$ cat src/rtl/nes_pkg.sv
// Shared constants for the NES joypad port: button bit positions, USB HID
// keycodes bound to each button, and the CPU addresses of the two pad ports.
package nes_pkg;

   typedef enum logic [2:0] {
      NES_BTN_A      = 3'd0,
      NES_BTN_B      = 3'd1,
      NES_BTN_SELECT = 3'd2,
      NES_BTN_START  = 3'd3,
      NES_BTN_UP     = 3'd4,
      NES_BTN_DOWN   = 3'd5,
      NES_BTN_LEFT   = 3'd6,
      NES_BTN_RIGHT  = 3'd7
   } nes_btn_e;

   localparam logic [7:0] KC_NONE  = 8'h00;
   localparam logic [7:0] KC_Z     = 8'h1D;
   localparam logic [7:0] KC_X     = 8'h1B;
   localparam logic [7:0] KC_TAB   = 8'h2B;
   localparam logic [7:0] KC_ENTER = 8'h28;
   localparam logic [7:0] KC_UP    = 8'h52;
   localparam logic [7:0] KC_DOWN  = 8'h51;
   localparam logic [7:0] KC_LEFT  = 8'h50;
   localparam logic [7:0] KC_RIGHT = 8'h4F;

   localparam logic [15:0] JOY1_ADDR = 16'h4016;
   localparam logic [15:0] JOY2_ADDR = 16'h4017;

   // One-hot button vector for a held keycode; anything unmapped reads as no buttons.
   function automatic logic [7:0] map_keycode(input logic [7:0] kc);
      logic [7:0] btn;
      btn = 8'h00;
      case (kc)
         KC_Z:     btn[NES_BTN_A]      = 1'b1;
         KC_X:     btn[NES_BTN_B]      = 1'b1;
         KC_TAB:   btn[NES_BTN_SELECT] = 1'b1;
         KC_ENTER: btn[NES_BTN_START]  = 1'b1;
         KC_UP:    btn[NES_BTN_UP]     = 1'b1;
         KC_DOWN:  btn[NES_BTN_DOWN]   = 1'b1;
         KC_LEFT:  btn[NES_BTN_LEFT]   = 1'b1;
         KC_RIGHT: btn[NES_BTN_RIGHT]  = 1'b1;
         default:  btn = 8'h00;
      endcase
      return btn;
   endfunction

endpackage

$ cat src/rtl/nes_joypad_port_filter.sv
// Keycode stability filter: a raw keycode from the SoC domain is only passed on
// once it has held the same value for STABLE_CYCLES consecutive clocks.
module keycode_stable_filter
   import nes_pkg::*;
#(
   parameter int unsigned STABLE_CYCLES = 16
) (
   input  logic       clk,
   input  logic       rst,
   input  logic [7:0] keycode,
   output logic [7:0] held
);

   localparam int unsigned CW = (STABLE_CYCLES > 1) ? $clog2(STABLE_CYCLES) : 1;
   localparam logic [CW-1:0] CNT_MAX = CW'(STABLE_CYCLES - 1);

   logic [7:0]    sample;
   logic [CW-1:0] count;
   logic [CW-1:0] count_nxt;
   logic          commit;

   // Any difference against the last sample restarts the count, so multi-bit
   // skew while the keycode settles never reaches the held value.
   always_comb begin
      count_nxt = count;
      commit    = 1'b0;
      if (keycode != sample) begin
         count_nxt = '0;
      end else begin
         if (count != CNT_MAX) begin
            count_nxt = count + 1'b1;
         end
         commit = (count_nxt == CNT_MAX);
      end
   end

   always_ff @(posedge clk) begin
      if (rst) begin
         sample <= KC_NONE;
         count  <= '0;
         held   <= KC_NONE;
      end else begin
         sample <= keycode;
         count  <= count_nxt;
         if (commit) begin
            held <= sample;
         end
      end
   end

endmodule

$ cat src/rtl/nes_joypad_port.sv
// NES controller port ($4016/$4017): filters the USB keycode, maps it to pad
// buttons and serves them to the CPU via the strobe/serial-shift protocol.
module nes_joypad_port
   import nes_pkg::*;
#(
   parameter int unsigned STABLE_CYCLES = 16,
   parameter logic [7:0]  OPEN_BUS      = 8'h40
) (
   input  logic        CPU_CLK,
   input  logic        Reset_h,
   input  logic [7:0]  keycode,
   input  logic        cpu_ce,
   input  logic [15:0] cpu_addr,
   input  logic        cpu_rw_n,
   input  logic [7:0]  cpu_din,
   output logic [7:0]  cpu_dout,
   output logic        cpu_dout_vld,
   output logic [7:0]  buttons_dbg
);

   logic [7:0] held_kc;
   logic [7:0] buttons;
   logic       strobe;
   logic [7:0] shift_reg;
   logic       wr_joy1;
   logic       rd_joy1;
   logic       rd_joy2;
   logic       rd_bit;
   logic       unused_din;

   keycode_stable_filter #(
      .STABLE_CYCLES (STABLE_CYCLES)
   ) u_filter (
      .clk     (CPU_CLK),
      .rst     (Reset_h),
      .keycode (keycode),
      .held    (held_kc)
   );

   assign buttons     = map_keycode(held_kc);
   assign buttons_dbg = buttons;

   // Only bit 0 of a $4016 write matters; the rest belongs to the expansion port.
   assign unused_din = ^cpu_din[7:1];

   // Bus qualifiers are only trusted on the cpu_ce pulse, so a read that
   // holds the bus for several clocks is seen exactly once.
   always_comb begin
      wr_joy1 = 1'b0;
      rd_joy1 = 1'b0;
      rd_joy2 = 1'b0;
      if (cpu_ce) begin
         wr_joy1 = !cpu_rw_n && (cpu_addr == JOY1_ADDR);
         rd_joy1 =  cpu_rw_n && (cpu_addr == JOY1_ADDR);
         rd_joy2 =  cpu_rw_n && (cpu_addr == JOY2_ADDR);
      end
   end

   // While strobed the pad reports live A; otherwise the latched serial bit.
   assign rd_bit = strobe ? buttons[NES_BTN_A] : shift_reg[0];

   always_ff @(posedge CPU_CLK) begin
      if (Reset_h) begin
         strobe       <= 1'b0;
         shift_reg    <= 8'h00;
         cpu_dout     <= OPEN_BUS;
         cpu_dout_vld <= 1'b0;
      end else begin
         cpu_dout_vld <= rd_joy1 || rd_joy2;

         if (wr_joy1) begin
            strobe <= cpu_din[0];
         end

         // The falling-strobe write clock still sees strobe=1, which is what
         // captures the final latch; afterwards only reads move the register.
         if (strobe) begin
            shift_reg <= buttons;
         end else if (rd_joy1) begin
            shift_reg <= {1'b1, shift_reg[7:1]};
         end

         if (rd_joy1) begin
            cpu_dout <= {OPEN_BUS[7:1], rd_bit};
         end else if (rd_joy2) begin
            cpu_dout <= {OPEN_BUS[7:1], 1'b0};
         end
      end
   end

endmodule

$ cat config.mk
export PLATFORM = sky130hd
export DESIGN_NAME = nes_joypad_port
export DESIGN_NICKNAME = d
export VERILOG_FILES = /design/src/rtl/nes_pkg.sv /design/src/rtl/nes_joypad_port_filter.sv /design/src/rtl/nes_joypad_port.sv
export SDC_FILE = /design/constraint.sdc
export NUM_CORES = 1
export LEC_CHECK = 0
export ABC_CLOCK_PERIOD_IN_PS = 1700
export CAP_MARGIN = 20
export CORE_ASPECT_RATIO = 1.25
export CORE_MARGIN = 2
export CORE_UTILIZATION = 42
export CTS_BUF_LIST = sky130_fd_sc_hd__clkbuf_4 sky130_fd_sc_hd__clkbuf_8
export DETAILED_ROUTE_END_ITERATION = 6
export GPL_ROUTABILITY_DRIVEN = 0
export PLACE_DENSITY = 0.76
export SKIP_CTS_REPAIR_TIMING = 1
export SLEW_MARGIN = 15
export SYNTH_ARGS = -nofsm -noshare
export SYNTH_HDL_FRONTEND = slang
export SYNTH_SLANG_ARGS = --single-unit
$ cat constraint.sdc
create_clock -name CPU_CLK -period 1.7 [get_ports CPU_CLK]
set_input_delay 0.255 -clock CPU_CLK [delete_from_list [all_inputs] [get_ports CPU_CLK]]
set_output_delay 0.255 -clock CPU_CLK [all_outputs]
set_load 0.05 [all_outputs]
==> Word level (Yosys, flattened, before mapping) <==
Index checks and enable logic that the tools add are counted.
Widths: inputs -> output; s select.
{ "totals": {"input_bits": 36, "mem_bits_ro": 0, "mem_count": 0, "regBits": 31, "out_inout_bits": 17, "latch_bits": 0, "wordCells": 48, "ramBits": 0} }
{ "op_classes": {"reduce_logical": 8, "mux": 19, "mul": 0, "div": 0, "n_eq_ne": 13, "shift": 0, "n_addsub": 1, "bitwise_logic": 0, "n_lt_le_gt_ge": 0} }
{ "ops": {"columns": ["operator", "n"], "rows": [
  ["$eq 16x15->1 const B", 2],
  ["$eq 8x7->1 const B", 4],
  ["$eq 8x5->1 const B", 2],
  ["$eq 8x6->1 const B", 2],
  ["$mux 8", 2],
  ["$mux 1", 15],
  ["$mux 4", 2],
  ["$ne 8x8->1", 1],
  ["$add 4x1->4 const B", 1],
  ["$eq 4x4->1 const B", 1],
  ["$ne 4x4->1 const B", 1],
  ["$reduce_bool 2->1", 2],
  ["$logic_and 1x1->1", 3],
  ["$reduce_or 2->1", 1],
  ["$logic_not 1->1", 1],
  ["$logic_or 1x1->1", 1]
]} }

==> Logic depth before layout (Yosys ltp) <==
Gate-level depths: netlist (run 1).
{ "logic_depth": {"ltp_word": 5, "depth_mapped": 5, "ltp_nobuf": 5} }

==> Cells and area by module <==
From an unflattened synthesis (run 1), not the netlist that was laid out.
{ "hier_totals": {"cells_unflattened": 181, "area_unflattened_um2": 1662.8} }
{ "by_module_without_submodules": {"columns": ["mod", "seq_area_each_um2", "cells_per_inst", "area_each_um2", "instances"], "rows": [
  ["keycode_stable_filter", 400.4, 82, 883.3, 1],
  ["nes_joypad_port", 220.2, 99, 779.5, 1]
]} }

==> Worst setup path after synthesis (run 1) <==
OpenSTA, ideal clock, no wires.
{ "synth_timing": {"path_kind": "register to register", "startpoint": "register u_filter.held[6]", "endpoint": "register shift_reg[7]", "setup_slack_ns": -1.029, "n_path_buf": 0, "path_stages_with_launch": 4, "t_arrival_ns": 2.663, "synth_period_minus_slack_ns": 2.729, "setup_ns": 0.066, "t_required_ns": 1.634, "path_cell_list": "dfxtp_1 > nor3b_1 > nor4b_1 > o211a_1"} }
{ "synth_between": {"elab_chain_len": 3} }
{ "synth_rtl": {"columns": ["item", "line_no", "rtl"], "rows": [
  ["start: declaration", "nes_joypad_port_filter.sv:11", "output logic [7:0] held"],
  ["start signal: assignment", "nes_joypad_port_filter.sv:46", "held <= sample;"],
  ["$eq 8x7->1", "nes_pkg.sv:33", "case (kc)"],
  ["$mux 1", "nes_pkg.sv:33", null],
  ["via buttons_dbg[7]", "nes_joypad_port.sv:18", "output logic [7:0] buttons_dbg"],
  ["$mux 8", "nes_joypad_port.sv:77", "if (strobe) begin"],
  ["end signal: assignment", "nes_joypad_port.sv:78", "shift_reg <= buttons;"],
  ["end signal: assignment", "nes_joypad_port.sv:80", "shift_reg <= {1'b1, shift_reg[7:1]};"],
  ["end: declaration", "nes_joypad_port.sv:24", "logic [7:0] shift_reg;"]
]} }
The timed path passes the listed nets, and every way through them passes these cells.
A chain may end at the register's enable or synchronous reset.

==> Worst setup path in the final report (run 1) <==
{ "layout_timing": {"startpoint": "register u_filter.held[2]", "endpoint": "output buttons_dbg[2]"} }
{ "layout_between": {"elab_chain_len": 2} }
{ "layout_rtl": {"columns": ["item", "line_no"], "rows": [
  ["$eq 8x6->1", "nes_pkg.sv:33"],
  ["$mux 1", "nes_pkg.sv:33"],
  ["end: declaration", "nes_joypad_port.sv:18"]
]} }
No other way between the ends.

==> results of run 1 <==
critical path: cells and delay by family (launching register included):
family,cells,cell delay (ns)
and+or+nand+nor,2,0.43
buffers and inverters,3,0.40
DFF,1,0.38
cell families (layout without fill, tap and decap cells):
logic type,count (synthesis),after routing,share of synthesized area (%)
compound gates,29,29,13.7
xor+xnor,10,10,5.53
fa+ha+maj,1,1,0.789
buf+inv,23,82,7.10
flops,31,31,39.1
mux,9,9,5.68
other cells,2,7,0.474
simple gates,78,78,27.6
layer usage:
metal / GRT usage, % / wire [um] / up-vias
met5: 0 / 0 / -
met4: 6.31 / 74 / 0
met3: 3.19 / 163 / 9
met2: 33.7 / 2100 / 40
met1: 18.0 / 1470 / 699
li1: - / - / 775
Yosys cell counts (5+ instances only):
library cell / count / area (um^2)
xnor2_1: 9 / 78.8
nor2b_1: 12 / 75.1
nand4_1: 10 / 62.6
nand3_1: 5 / 25.0
nor2_1: 7 / 26.3
o21ai_0: 11 / 55.1
nand2_1: 20 / 75.1
buf_4: 7 / 52.6
mux2i_1: 9 / 90.1
clkbuf_1: 8 / 30.0
inv_1: 6 / 22.5
dfxtp_1: 31 / 621
metrics by stage:
stage | setup slack, ns | utilization [%] | setup TNS [ns] | area [um^2]
6_report | -0.0387 | 70.9 | -0.0600 | 2510
5_1_grt | -0.0793 | 70.9 | -0.446 | 2510
4_1_cts | -0.168 | 66.1 | -1.02 | 2340
3_5_place_dp | -0.240 | 63.7 | -3.64 | 2260
3_3_place_gp | -0.233 | 63.7 | -3.00 | 2260
2_1_floorplan | -0.115 | - | -0.599 | 1660
final cells by class:
| cell class | instances | share of cell area (%) |
|---|---|---|
| Multi-Input combinational cell | 134 | 40.6 |
| Timing Repair Buffer | 68 | 27.5 |
| Inverter | 7 | 1.05 |
| Tap cell | 39 | 1.94 |
| Clock buffer | 7 | 3.34 |
| Sequential cell | 31 | 25.6 |
worst max-delay path by stage:
stage,endpoint,slack (ns)
2_1_floorplan,buttons_dbg[6],-0.11
3_3_place_gp,shift_reg[3]$_SDFFE_PP0P_,-0.23
3_5_place_dp,shift_reg[6]$_SDFFE_PP0P_,-0.24
4_1_cts,buttons_dbg[2],-0.17
5_1_grt,buttons_dbg[7],-0.08
6_report,buttons_dbg[2],-0.04
power breakdown:
| part | leakage (uW) | internal (uW) | switching, uW |
|---|---|---|---|
| Clock | 0.0000452 | 313 | 240 |
| Combinational | 0.000603 | 95.8 | 82.9 |
| Sequential | 0.000257 | 729 | 7.07 |
==> summary.md, run 1 <==
| Metric | Value |
|---|---|
| Initial antenna violation count | `0` |
| # diodes | `0` |
| Worst flop-to-flop path startpoint | `u_filter.count[1]$_SDFF_PP0_` |
| Vias in the first global route | `1368` |
| Final Max Slew Viols | `0` |
| Post-synth ARST share | `0%` |
| Row cnt | `24` |
| Fin crit share | `102%` |
| CP Capture Type | `primary output` |
| Synth unique cells | `37` |
| H-tree lvl count | `2` |
| VDD IR max | `477 uV` |
| Hold crit path type | `reg -> reg` |
| Nets@finish | `284` |
| Setup crit start | `u_filter.held[2]$_SDFFE_PP0P_` |
| Max Fclk | `0.575 GHz` |
| Worst endpoint required time | `1.44 ns` |
| Reg area | `643 um^2` |
| Cell area after synthesis | `1590 um^2` |
| I/O Buffers | `38` |
| Sequential share of the synthesized area | `39.1%` |
| GRT Resource Usage Total | `17.4%` |
| CP startpoint kind | `flip-flop` |
| Skew final | `0.00450 ns` |
| Share of cells above drive strength 1 | `30.8%` |
| Clock-pin slew on the worst setup and hold paths | `0.06 ns` |
| CP cell instances | `nor4_4 > buf_4 > nand4_1 > inv_2 > buf_12` |
| Clock sinks | `31` |
| FF-to-FF path depth | `6` |
| Max stage delay on crit path | `0.38 ns` |
| Placed insts | `272` |
| Worst Hold Path Cells | `2` |
| LEAKAGE | `0.000906 uW` |
| First-pass detailed-route iteration total | `6` |
| Area Growth Syn to Fin | `58.5%` |
| HPWL after DPL | `2860 um` |
| Worst reg-to-reg setup slack | `0.08 ns` |
| Final setup margin | `-0.0387 ns` |
| Die height | `72.7 um` |
| WHS Endpoint | `u_filter.held[4]$_SDFFE_PP0P_` |
| Status | `finished, violations left` |
| Cell Count, Final, Fillers Out | `286` |
| MaxCap Viol Count | `0` |
| Post-synth EDFFs | `0` |
| # fillers | `277` |
| Most frequent cells in the layout | `clkdlybuf4s50_1, buf_4, dfxtp_1` |
| Register bit count reported by yosys | `31` |
| Fin crit period | `1.74 ns` |
| Routed len/inst | `13.3 um` |
| Primary FF master, synth | `dfxtp_1` |
| CTS tree | `done` |
| Worst flop-to-flop path endpoint | `u_filter.held[6]$_SDFFE_PP0P_` |
| DR vias/cell | `5.33` |
| Die area | `4290 um^2` |
| Failing checks | `design-rule violations, negative setup slack` |
| WS Path Type | `reg -> out` |
| Multi-input gate area | `1020 um^2` |
| Total power | `1470 uW` |
| Clk_lat worst skew | `0.27 ns` |
| CTS max path bufs | `2` |
| Core box area | `3540 um^2` |
| Final WL | `3810 um` |
| Total CTS buffers | `5` |
| Post-route ant nets | `0` |
| Starting Density | `44.7%` |
| WHS | `0.465 ns` |
| Critical Path Fanout Max | `6` |
| Unrepaired setup endpoints after global routing | `yes` |
| Largest net degree at the start of global routing | `12` |
| First-pass GRT wire length | `5800 um` |
| Hold_sp | `u_filter.sample[4]$_SDFF_PP0_` |
| Root buf cell | `clkbuf_8` |
| Cells after Synth | `183` |
| Synth warn | `0` |
| DRC violations left | `3` |
| # IOs | `53` |
| Endpoints failing hold | `0` |
| Gr ovfl total | `0` |
| First DRT Iteration DRCs | `48` |
| Via count | `1523` |
| Slowest CP cell | `dfxtp_4` |
| Cell Pwr Density | `584 nW/um^2` |
| Syn_area_per_cell | `8.66 um^2` |
| Die W | `59.0 um` |
| Setup violations, final | `3` |
| Critical Path AT | `1.48 ns` |
Note: power is estimated with default switching activity, not from simulation.
==> run 2: changes to the inputs <==
SKIP_LAST_GASP = 1   (was not set)
SLEW_MARGIN = not set   (was 15)
==> run 2 against run 1 <==
The run still ends with design-rule violations, negative setup slack left; sequential cell count did not move; clock skew did not move; non-clock buffer count did not move; routed wire length did not move; via count did not move; global-route usage did not move; core utilization did not move; sequential share of layout area did not move; die area did not move.
==> summary.md, run 2 (same netlist as run 1, synthesis figures left out) <==
| Metric | Value |
|---|---|
| VDD IR max | `477 uV (unchanged)` |
| Critical Path Fanout Max | `6 (unchanged)` |
| Nets@finish | `284 (unchanged)` |
| Via count | `1523 (unchanged)` |
| Gr ovfl total | `0 (unchanged)` |
| LEAKAGE | `0.000906 uW (unchanged)` |
| Worst Hold Path Cells | `2 (unchanged)` |
| Sw frac | `22.5% (unchanged)` |
| First-pass GRT wire length | `5800 um (unchanged)` |
| Row cnt | `24 (unchanged)` |
| Clock-pin slew on the worst setup and hold paths | `0.06 ns (about the same)` |
| Post-route ant nets | `0 (unchanged)` |
| Hold crit path type | `reg -> reg` |
| First DRT Iteration DRCs | `46 (-4.2%)` |
| Status | `finished, violations left` |
| Core box area | `3540 um^2 (unchanged)` |
| GRT Resource Usage Total | `17.4% (unchanged)` |
| Flop pwr share | `50.1% (about the same)` |
| Most frequent cells in the layout | `clkdlybuf4s50_1, buf_4, dfxtp_1` |
| Clock sinks | `31 (unchanged)` |
| DR vias/cell | `5.33 (unchanged)` |
| Fin Setup TNS | `-0.0600 ns (unchanged)` |
| FF-to-FF path depth | `6 (unchanged)` |
| Clk_lat worst skew | `0.27 ns (about the same)` |
| # IOs | `53 (unchanged)` |
| I/O Buffers | `38 (unchanged)` |
| CTS tree | `done` |
| Die height | `72.7 um (unchanged)` |
| Total CTS buffers | `5 (unchanged)` |
| Area Growth Syn to Fin | `58.5% (unchanged)` |
| MaxCap Viol Count | `0 (unchanged)` |
| Critical Path AT | `1.48 ns (about the same)` |
| Root buf cell | `clkbuf_8` |
| Clock network fraction of design power | `37.7% (about the same)` |
| Skew final | `0.00450 ns (unchanged)` |
| Failing checks | `design-rule violations, negative setup slack` |
| Share of cells above drive strength 1 | `30.8% (unchanged)` |
| Endpoints failing hold | `0 (unchanged)` |
| CTS max path bufs | `2 (unchanged)` |
| First-pass detailed-route iteration total | `6 (unchanged)` |
| Initial antenna violation count | `0 (unchanged)` |
| DRC violations left | `3 (unchanged)` |
| Hold_sp | `u_filter.sample[4]$_SDFF_PP0_` |
| Final setup margin | `-0.0387 ns (unchanged)` |
| WHS | `0.465 ns (unchanged)` |
| Starting Density | `44.7% (unchanged)` |
| # fillers | `277 (unchanged)` |
| Final WL | `3810 um (unchanged)` |
| Worst flop-to-flop path startpoint | `u_filter.count[1]$_SDFF_PP0_` |
| CP Capture Type | `primary output` |
| Fin crit period | `1.74 ns (unchanged)` |
| Worst reg-to-reg setup slack | `0.08 ns (about the same)` |
| H-tree lvl count | `2 (unchanged)` |
| HPWL after DPL | `2860 um (unchanged)` |
| # diodes | `0 (unchanged)` |
| Logic pwr share | `12.2% (about the same)` |
| WS Path Type | `reg -> out` |
| Final Max Slew Viols | `0 (unchanged)` |
| Vias in the first global route | `1368 (unchanged)` |
| WHS Endpoint | `u_filter.held[4]$_SDFFE_PP0P_` |
| Worst flop-to-flop path endpoint | `u_filter.held[6]$_SDFFE_PP0P_` |
| Worst endpoint required time | `1.44 ns (about the same)` |
| Cell Pwr Density | `584 nW/um^2 (unchanged)` |
| Die W | `59.0 um (unchanged)` |
| Setup violations, final | `3 (unchanged)` |
| Routed len/inst | `13.3 um (unchanged)` |
| Internal power | `1140 uW (unchanged)` |
| Largest net degree at the start of global routing | `12 (unchanged)` |
| Unrepaired setup endpoints after global routing | `yes` |
| NetSw | `330 uW (unchanged)` |
| Fin crit share | `102% (unchanged)` |
| CP startpoint kind | `flip-flop` |
| Max Fclk | `0.575 GHz (unchanged)` |
| Die area | `4290 um^2 (unchanged)` |
==> run 2: worst max-delay path by stage <==
stage / start / end / slack, ns
floorplan: u_filter.held[4]$_SDFFE_PP0P_ / buttons_dbg[6] / -0.11
global placement: cpu_addr[2] / shift_reg[3]$_SDFFE_PP0P_ / -0.23
detailed placement: cpu_addr[2] / shift_reg[6]$_SDFFE_PP0P_ / -0.24
CTS: u_filter.held[2]$_SDFFE_PP0P_ / buttons_dbg[2] / -0.17
global route: u_filter.held[6]$_SDFFE_PP0P_ / buttons_dbg[7] / -0.08
finish: u_filter.held[2]$_SDFFE_PP0P_ / buttons_dbg[2] / -0.04
==> run 2: routing by layer <==
layer  vias up  routed length, um  share of wire (%)  GRT usage [%]
met2        40               2100                 55           33.7
met4         0                 74                1.9           6.31
met1       699               1470                 39           18.0
met5         -                  0                  0              0
li1        775                  -                  -              -
met3         9                163                4.3           3.19
==> run 2: power groups by stage <==
stage | clock (uW) | combinational, uW | sequential (uW)
after floorplan | 0 | 96.5 | 757
after global placement | 0 | 172 | 758
after detailed placement | 0 | 174 | 758
after CTS | 568 | 175 | 742
after global routing | 597 | 193 | 737
final | 553 | 179 | 736
==> run 2: critical path: stages (launching register included) <==
cell	delay [ns]
dfxtp_4	0.38
nor4_4	0.28
buf_4	0.17
nand4_1	0.15
inv_2	0.10
buf_12	0.13
==> run 2: cell type report <==
| cell class | count | area (um^2) | area share, % |
|---|---|---|---|
| multi-input cells | 134 | 1020 | 40.6 |
| well taps | 39 | 48.8 | 1.94 |
| inverters | 7 | 26.3 | 1.05 |
| repair buffers | 68 | 691 | 27.5 |
| flip-flops and latches | 31 | 643 | 25.6 |
| clock buffers | 7 | 83.8 | 3.34 |
==> run 2: through the flow <==
stage / instances / worst slack (ns) / area, um^2 / power [uW] / utilization [%]
final: 286 / -0.0387 / 2510 / 1470 / 70.9
after global routing: 286 / -0.0793 / 2510 / 1530 / 70.9
after CTS: 279 / -0.168 / 2340 / 1490 / 66.1
after detailed placement: 272 / -0.240 / 2260 / 933 / 63.7
after global placement: 272 / -0.233 / 2260 / 929 / 63.7
after floorplan: 188 / -0.115 / 1660 / 853 / -
==> run 3: changes to the inputs <==
CORE_ASPECT_RATIO = 2   (was 1.25)
CTS_CLUSTER_DIAMETER = 30   (was not set)
SKIP_LAST_GASP = not set   (was 1)
==> run 3 against run 2 <==
The run ends with negative setup slack left; sequential cell count unchanged; highest routed layer unchanged; critical path type unchanged; die area increased by 0.62%; combinational power increased by 8%; largest power group unchanged.
==> summary.md, run 3 (same netlist as run 1, synthesis figures left out) <==
| Metric | Value |
|---|---|
| Crit path max-delay family | `simple AND/OR/NAND/NOR gates` |
| CTS tree | `done` |
| Internal power | `1150 uW (+0.79%)` |
| Reg area | `639 um^2 (-0.58%)` |
| Status | `finished, violations left` |
| CP cell instances | `nor3b_2 > buf_4 > nor4b_4 > buf_12` |
| NetSw | `354 uW (+7.2%)` |
| Starting Density | `43.9% (-0.79 points)` |
| Worst path depth | `4 (-1)` |
| Worst reg-to-reg setup slack | `0.07 ns (about the same)` |
| Cell Pwr Density | `599 nW/um^2 (+2.6%)` |
| Placed insts | `283 (+4.0%)` |
| DRC violations left | `0 (-3)` |
| Final Max Slew Viols | `0 (unchanged)` |
| Largest net degree at the start of global routing | `12 (unchanged)` |
| Final setup margin | `-0.0770 ns (-0.0382 ns)` |
| Fin crit period | `1.78 ns (+0.0382 ns)` |
| Gr ovfl total | `0 (unchanged)` |
| # diodes | `0 (unchanged)` |
| Fin crit share | `105% (+2.2 points)` |
| Die area | `4310 um^2 (+0.62%)` |
| Leading cell type in the layout, fill and taps excluded | `buf_4` |
| Most frequent cells in the layout | `buf_4, clkdlybuf4s50_1, dfxtp_1` |
| Share of cells above drive strength 1 | `30.7% (-0.032 points)` |
| CP Capture Type | `primary output` |
| Root buf cell | `clkbuf_8` |
| # IOs | `53 (unchanged)` |
| Vias in the first global route | `1555 (+14%)` |
| Endpoints failing hold | `0 (unchanged)` |
| GRT Resource Usage Total | `20.2% (+2.8 points)` |
| Multi-input gate area | `1030 um^2 (+1.1%)` |
| Unrepaired setup endpoints after global routing | `yes` |
| Final WL | `4380 um (+15%)` |
| Clk_lat worst skew | `0.28 ns (about the same)` |
| Cell Count, Final, Fillers Out | `293 (+2.4%)` |
| Critical Path Fanout Max | `5 (-1)` |
| Setup crit start | `u_filter.held[6]$_SDFFE_PP0P_` |
| HPWL after DPL | `3280 um (+15%)` |
| VDD IR max | `654 uV (+37%)` |
| DR vias/cell | `5.45 (+2.3%)` |
| Routed len/inst | `15.0 um (+12%)` |
| MaxCap Viol Count | `0 (unchanged)` |
| Critical path endpoint | `buttons_dbg[7]` |
| Setup violations, final | `5 (+2)` |
| Area Growth Syn to Fin | `58.0%` |
| Worst flop-to-flop path startpoint | `u_filter.count[0]$_SDFF_PP0_` |
| Hold crit path type | `in -> reg` |
| Core box area | `3610 um^2 (+1.8%)` |
| Max stage delay on crit path | `0.38 ns (about the same)` |
| Worst flop-to-flop path endpoint | `u_filter.held[7]$_SDFFE_PP0P_` |
| H-tree lvl count | `2 (unchanged)` |
| Via count | `1596 (+4.8%)` |
| Slowest CP cell | `dfxtp_2` |
| Skew final | `0.00473 ns (+0.000238 ns)` |
| WS Path Type | `reg -> out` |
| Clock network fraction of design power | `37.9% (+0.2 points)` |
| Crit path buf inv count | `2 (-1)` |
| Logic pwr share | `12.9% (+0.7 points)` |
| Sw frac | `23.6% (+1.1 points)` |
| First DRT Iteration DRCs | `31 (-33%)` |
| First-pass GRT wire length | `6300 um (+8.7%)` |
| FF-to-FF path depth | `6 (unchanged)` |
| Pre-CTS setup slack | `-0.261 ns (-0.0213 ns)` |
| Post-route ant nets | `0 (unchanged)` |
| CTS max path bufs | `2 (unchanged)` |
| Initial antenna violation count | `0 (unchanged)` |
| Critical Path AT | `1.52 ns (+0.04 ns)` |
| Flop pwr share | `49.2% (-0.9 points)` |
| # fillers | `299 (+7.9%)` |
| First-pass detailed-route iteration total | `4 (-2)` |
| Failing checks | `negative setup slack` |
| I/O Buffers | `38 (unchanged)` |
| Clock sinks | `31 (unchanged)` |
| Die W | `47.4 um (-20%)` |
| Worst endpoint required time | `1.44 ns (about the same)` |
| Clock-pin slew on the worst setup and hold paths | `0.06 ns (about the same)` |
| CP startpoint kind | `flip-flop` |
| Total CTS buffers | `5 (unchanged)` |
| WHS | `0.259 ns (-0.206 ns)` |
| Max Fclk | `0.563 GHz (-2.2%)` |
| Row cnt | `31 (+29%)` |
| Die height | `90.9 um (+25%)` |
| Nets@finish | `281 (-1.1%)` |
| LEAKAGE | `0.000935 uW (+3.2%)` |
==> run 3: power by group through the flow <==
stage / combinational [uW] / sequential [uW] / clock, uW
3_3_place_gp: 176 / 758 / 0
6_report: 193 / 739 / 569
4_1_cts: 180 / 742 / 578
5_1_grt: 207 / 740 / 606
3_5_place_dp: 178 / 758 / 0
2_1_floorplan: 96.5 / 757 / 0
==> run 3: area by class of cell <==
class / count / share of cell area [%]
clock buffer: 7 / 3.35
inverter: 7 / 1.05
multi-input combinational: 134 / 41.2
sequential: 31 / 25.5
tap: 49 / 2.45
timing repair buffer: 65 / 26.5
==> run 3: worst min-delay path by stage <==
stage	slack [ns]	end	from	depth (start not counted)
floorplan	0.38	u_filter.sample[0]$_SDFF_PP0_	keycode[0]	1
global placement	0.46	u_filter.held[7]$_SDFFE_PP0P_	u_filter.sample[7]$_SDFF_PP0_	2
detailed placement	0.47	u_filter.held[6]$_SDFFE_PP0P_	u_filter.sample[6]$_SDFF_PP0_	2
CTS	0.47	u_filter.held[0]$_SDFFE_PP0P_	u_filter.sample[0]$_SDFF_PP0_	2
global route	0.31	u_filter.sample[0]$_SDFF_PP0_	keycode[0]	2
finish	0.26	u_filter.sample[0]$_SDFF_PP0_	keycode[0]	2
==> run 3: routing by layer <==
metal	track usage, %	vias to the layer above	wire length, um
met3	3.40	15	208
met2	37.0	66	2590
met5	0	-	0
met1	16.6	745	1380
li1	-	770	-
met4	14.6	0	205
==> run 3: stage by stage <==
step | power, uW | util, % | instance area [um^2] | TNS (ns)
3_3_place_gp | 933 | 63.1 | 2270 | -3.65
3_5_place_dp | 936 | 63.1 | 2270 | -4.40
6_report | 1500 | 69.4 | 2500 | -0.199
5_1_grt | 1550 | 69.4 | 2500 | -0.687
4_1_cts | 1500 | 65.4 | 2360 | -1.05
2_1_floorplan | 853 | - | 1660 | -0.599
